===== src/rtl/string_char_sequencer.sv =====
// string_char_sequencer: snapshots a packed string on start and emits it one character per valid/ready handshake.
// Optional ESCAPE_DOUBLE_EN: '%' and '\' are each sent as two handshakes of the same byte.
module string_char_sequencer #(
    parameter int MAX_CHARS = 40,
    parameter int LEN_W     = 6
) (
    input  logic                   clk,
    input  logic                   rst,
    input  logic                   start,
    input  logic [8*MAX_CHARS-1:0] str_in,
    input  logic [LEN_W-1:0]       str_len,
    output logic                   busy,
    output logic [7:0]             ch_out,
    output logic                   ch_valid,
    input  logic                   ch_ready,
    output logic                   done,
    output logic                   err
);
    typedef enum logic [1:0] {IDLE, SEND, DONE} state_t;
    localparam logic [LEN_W-1:0] MAX_L = LEN_W'(MAX_CHARS);
    state_t state, state_n;
    logic [MAX_CHARS-1:0][7:0] shadow, shadow_n, str_b;
    logic [LEN_W-1:0] idx, idx_n, len_m1, idx_m1;
    logic [7:0] ch_out_n;
    logic busy_n, ch_valid_n, done_n, err_n, repeat_ch;
    assign str_b  = str_in;
    assign len_m1 = str_len - 1'b1;
    assign idx_m1 = idx - 1'b1;
`ifdef ESCAPE_DOUBLE_EN
    logic dup, dup_n;
    // First copy of an escape byte holds the character; the second copy advances.
    assign repeat_ch = !dup && (ch_out == 8'h25 || ch_out == 8'h5C);
    always_comb dup_n = (state == SEND && ch_ready) ? repeat_ch : dup;
    always_ff @(posedge clk)
        if (rst) dup <= 1'b0;
        else     dup <= dup_n;
`else
    assign repeat_ch = 1'b0;
`endif
    always_comb begin
        state_n    = state;
        idx_n      = idx;
        shadow_n   = shadow;
        ch_out_n   = ch_out;
        ch_valid_n = ch_valid;
        busy_n     = busy;
        done_n     = 1'b0;
        err_n      = 1'b0;
        case (state)
            IDLE: begin
                busy_n     = 1'b0;
                ch_valid_n = 1'b0;
                if (start) begin
                    if (str_len == '0) begin
                        state_n = DONE;
                        busy_n  = 1'b1;
                        done_n  = 1'b1;
                    end else if (str_len > MAX_L) begin
                        err_n = 1'b1;
                    end else begin
                        state_n    = SEND;
                        shadow_n   = str_b;
                        idx_n      = len_m1;
                        busy_n     = 1'b1;
                        ch_valid_n = 1'b1;
                        ch_out_n   = str_b[len_m1];
                    end
                end
            end
            SEND: begin
                if (ch_ready && !repeat_ch) begin
                    if (idx == '0) begin
                        state_n    = DONE;
                        ch_valid_n = 1'b0;
                        done_n     = 1'b1;
                    end else begin
                        idx_n    = idx_m1;
                        ch_out_n = shadow[idx_m1];
                    end
                end
            end
            default: begin
                state_n = IDLE;
                busy_n  = 1'b0;
            end
        endcase
    end
    always_ff @(posedge clk) begin
        if (rst) begin
            state    <= IDLE;
            idx      <= '0;
            shadow   <= '0;
            ch_out   <= 8'h00;
            ch_valid <= 1'b0;
            busy     <= 1'b0;
            done     <= 1'b0;
            err      <= 1'b0;
        end else begin
            state    <= state_n;
            idx      <= idx_n;
            shadow   <= shadow_n;
            ch_out   <= ch_out_n;
            ch_valid <= ch_valid_n;
            busy     <= busy_n;
            done     <= done_n;
            err      <= err_n;
        end
    end
endmodule


===== config.mk =====
export PLATFORM = sky130hd
export DESIGN_NAME = string_char_sequencer
export DESIGN_NICKNAME = d
export VERILOG_FILES = /design/src/rtl/string_char_sequencer.sv
export SDC_FILE = /design/constraint.sdc
export NUM_CORES = 1
export LEC_CHECK = 0
export CORE_MARGIN = 2
export CORE_UTILIZATION = 45
export CTS_CLUSTER_SIZE = 16
export DETAILED_ROUTE_END_ITERATION = 7
export PLACE_DENSITY = 0.84
export RECOVER_POWER = 25
export SKIP_CTS_REPAIR_TIMING = 1
export SLEW_MARGIN = 20
export SYNTH_ARGS = -nofsm -noshare
export SYNTH_HDL_FRONTEND = slang
export SYNTH_SLANG_ARGS = --single-unit

===== constraint.sdc =====
create_clock -name clk -period 3.2 [get_ports clk]
set_input_delay 0.32 -clock clk [delete_from_list [all_inputs] [get_ports clk]]
set_output_delay 0.32 -clock clk [all_outputs]
set_load 0.02 [all_outputs]

==> flow_summary_export.csv <==
group,metric,value,unit
run_status,status,"finished clean",
grt,grt.overflow.total,0,
synthesis,synth.net_count,2401,
power,power.clock.fraction,35.2,%
finish,drive_gt1_share,11.26,%
synthesis,synth-warning-count,0,
routing,postRouteWirelength,61330,µm
floorplanning,fp.coreArea,38470,µm²
synthesis,synth_flop_cell,"sky130_fd_sc_hd__dfxtp_1",
sta,slew-limit-headroom,31.60,%
sta,fin_tns_setup,0,ps
routing,drt.antenna.violating_nets,0,
grt,globalRouteTotalUtil,29.79,%
routing,drt-initial-drc-count,1554,
sta,final.period_utilization,90.18,%
power,p_sw_share,30.17,%
sta,layout_min_cycle_time,2886,ps
clock_tree,buffer_cell_driving_the_clock_tree_root,"sky130_fd_sc_hd__clkbuf_16",
floorplanning,placement_rows,72,
clock_tree,tritoncts,"yes",
run,drv.max_cap_violation_count,0,
synthesis,syn_area,17420,µm²
setup_path,critPathArrivalTime,3320,ps
synthesis,synth_async_sr_flop_share,0,%
synthesis,number_of_storage_elements_in_the_synthesis_netlist,340,
grt,maximum_number_of_pins_on_one_net_before_global_route_repair,142,
routing,wl_per_cell,21.46,µm
sta,maxClockFrequency,346.5,MHz
sta,timing.final.max_slew_violations,0,
power,ir_drop,319.7,µV
synthesis,syn_inst,2067,
power,pd_cells,540.5,nW/µm²
routing,dr_total_vias,16860,
synthesis,yosys.cell_types.count,59,
placed_design,port_buffers,341,
synthesis,synthesis.area_per_instance,8.426,µm²
routing,viasPerCell,5.900,
clock_tree,clkLatencyLatePin,520,ps
setup_path,critPathKind,"in2reg",
grt,antenna_found_initial,8,
sta,rsz0062_at_grt,"false",
grt,grt_pass1_vias,16330,
sta,setup_violations,0,
hold_path,hold_path.startpoint,"rst",
setup_path,r2r_end,"shadow[145]",
sta,worstMarginPinSlew,1024,ps
setup_path,r2r_slack,410,ps
floorplanning,initial_core_util,45.28,%
setup_path,crit_path_start_kind,"input pin",
clock_tree,htreeDepth,2,
setup_path,crit_path_max_fanout,127,
clock_tree,path_clk_slew,60,ps
hold_path,holdPathEnd,"shadow[280]",
finish,area.growth.synth_to_final,29.38,%
power,pint,8505,µW
power,total_leakage_power,0.008013,µW
placed_design,detailedPlace.worstSlack,71.56,ps
synthesis,synth_enable_flop_cells,0,
sta,report.final.hold_viol_count,0,
setup_path,worst_r2r_startpoint,"state[0]",
synthesis,seq_area_frac_synth,39.08,%
placed_design,dpl_wire_length,44640,µm
sta,worst_clock_skew,16.72,ps
setup_path,critical_path_endpoint_category,"flop",
hold_path,hold_path.class,"in2reg",
placed_design,gpl.final_weighted_congestion,0.9522,
setup_path,worstRegToRegCells,6,
power,seq_power_share,39.1,%
clock_tree,clockBufferDepth,3,
clock_tree,cts.sink_count,340,
finish,layout.core_utilization,58.58,%
floorplanning,fp.dieW,200.7,µm
hold_path,hold-path-cell-count,2,
finish,final_nets,2646,
power,p_comb_share,25.7,%
floorplanning,floorplan.io_pins,342,
power,net-switching-power,3674,µW
grt,grt_pass1_wl,93290,µm
setup_path,critical_path_required,3630,ps
sta,setup_ws,314.2,ps
clock_tree,cts_inserted_buffers,37,
floorplanning,die-height,200.7,µm
floorplanning,floorplan.die_area,40290,µm²
routing,remaining_drc_errors,0,
routing,detail_route.first_pass.iterations,5,
[sequential cells by signal, indices dropped and copies added, names as in the netlist]
name      count
err           1
busy          1
idx           6
ch_valid      1
done          1
shadow      320
ch_out        8
state         2
[cells in the mapped netlist (all sizes together) (5+ instances only)]
master  count  area share, %
nor3       21           0.63
nor2       46           0.99
o211ai     10           0.43
nand3      43            1.2
xnor2       5           0.25
o21ai      17           0.49
clkbuf    140            3.0
and2        8           0.29
o22ai      30            1.1
a21oi     341            9.8
nand2     751             16
mux2i      39            2.2
mux4      145             19
and3        9           0.32
a41oi       7           0.35
nor2b       5           0.18
buf        36            1.1
o21bai      8           0.41
inv         6           0.13
dfxtp     340             39
xor2        5           0.29
or4         7           0.30
[critical path, cell delays in order]
cell and delay, ps:
sky130_fd_sc_hd__dlygate4sd3_1 640, sky130_fd_sc_hd__inv_1 150, sky130_fd_sc_hd__ha_4 140, sky130_fd_sc_hd__or3b_1 360, sky130_fd_sc_hd__nand2_1 200, sky130_fd_sc_hd__and3_1 310, sky130_fd_sc_hd__buf_6 640, sky130_fd_sc_hd__nand2_1 160
sky130_fd_sc_hd__a21oi_1 200
[layer usage]
| layer | vias up | global-route usage, % | part of all wire [%] |
|---|---|---|---|
| met5 | - | 0 | 0.042 |
| met4 | 4 | 15.32 | 5.4 |
| met3 | 179 | 6.299 | 9.5 |
| met2 | 938 | 46.89 | 46 |
| met1 | 8055 | 38.88 | 39 |
| li1 | 7686 | - | - |
[logic make-up (layout without fill, tap and decap cells)]
| kind of cell | count (synthesis) | count (layout) | synth area share (%) |
|---|---|---|---|
| simple gates | 912 | 912 | 21.09 |
| compound gates | 435 | 435 | 13.75 |
| flops | 340 | 340 | 39.08 |
| mux | 184 | 184 | 20.99 |
| buf+inv | 182 | 451 | 4.253 |
| xor+xnor | 10 | 10 | 0.5460 |
| fa+ha+maj | 4 | 4 | 0.2874 |
| other cells | 0 | 4 | 0 |
[worst max-delay path by stage]
stage	from	end	slack, ps	depth (start not counted)
final	str_len[1]	shadow[145]	310	9
after CTS	idx[1]	ch_out[3]	570	8
after floorplan	idx[0]	ch_out[3]	20	13
after global placement	str_len[1]	ch_out[4]	70	9
after detailed placement	str_len[1]	ch_out[4]	70	9
after global routing	str_len[1]	ch_out[5]	170	10
[through the flow]
| stage | hold WS [ps] | instance area [µm²] | total power [µW] | std cells |
|---|---|---|---|---|
| 6_report | 305.9 | 22530 | 12180 | 2858 |
| 2_1_floorplan | 433.1 | 17420 | 6635 | 2067 |
| 3_5_place_dp | 443.1 | 21350 | 7938 | 2791 |
| 5_1_grt | 375.9 | 22530 | 12610 | 2858 |
| 3_3_place_gp | 438.2 | 21350 | 7857 | 2791 |
| 4_1_cts | 320.2 | 22560 | 12170 | 2854 |
[layout make-up]
class,count,area (µm²)
well taps,518,648.1
clock inverters,7,63.81
flip-flops and latches,340,6810
repair buffers,382,3899
inverters,6,22.52
diodes,4,10.01
multi-input cells,1545,9932
clock buffers,56,1149
fillers,3320,15930
[layout by cell type (no fill, tap or decap), types with 14 or more instances in the layout]
cell type	instances
sky130_fd_sc_hd__nand2_1	751
sky130_fd_sc_hd__clkbuf_16	38
sky130_fd_sc_hd__dfxtp_1	339
sky130_fd_sc_hd__buf_12	14
sky130_fd_sc_hd__mux2i_1	39
sky130_fd_sc_hd__a21oi_1	341
sky130_fd_sc_hd__nor2_1	46
sky130_fd_sc_hd__clkdlybuf4s50_1	326
sky130_fd_sc_hd__o21ai_0	14
sky130_fd_sc_hd__nor3_1	20
sky130_fd_sc_hd__mux4_2	145
sky130_fd_sc_hd__buf_4	26
sky130_fd_sc_hd__o22ai_1	30
sky130_fd_sc_hd__nand3_1	42
[power groups by stage]
stage          combinational [µW]  sequential [µW]  clock, µW
4_1_cts                      3110             4760       4300
6_report                     3130             4760       4280
5_1_grt                      3330             4790       4490
2_1_floorplan                1850             4790          0
3_3_place_gp                 3040             4820          0
3_5_place_dp                 3090             4850          0
(Power assumes the default switching activity.)
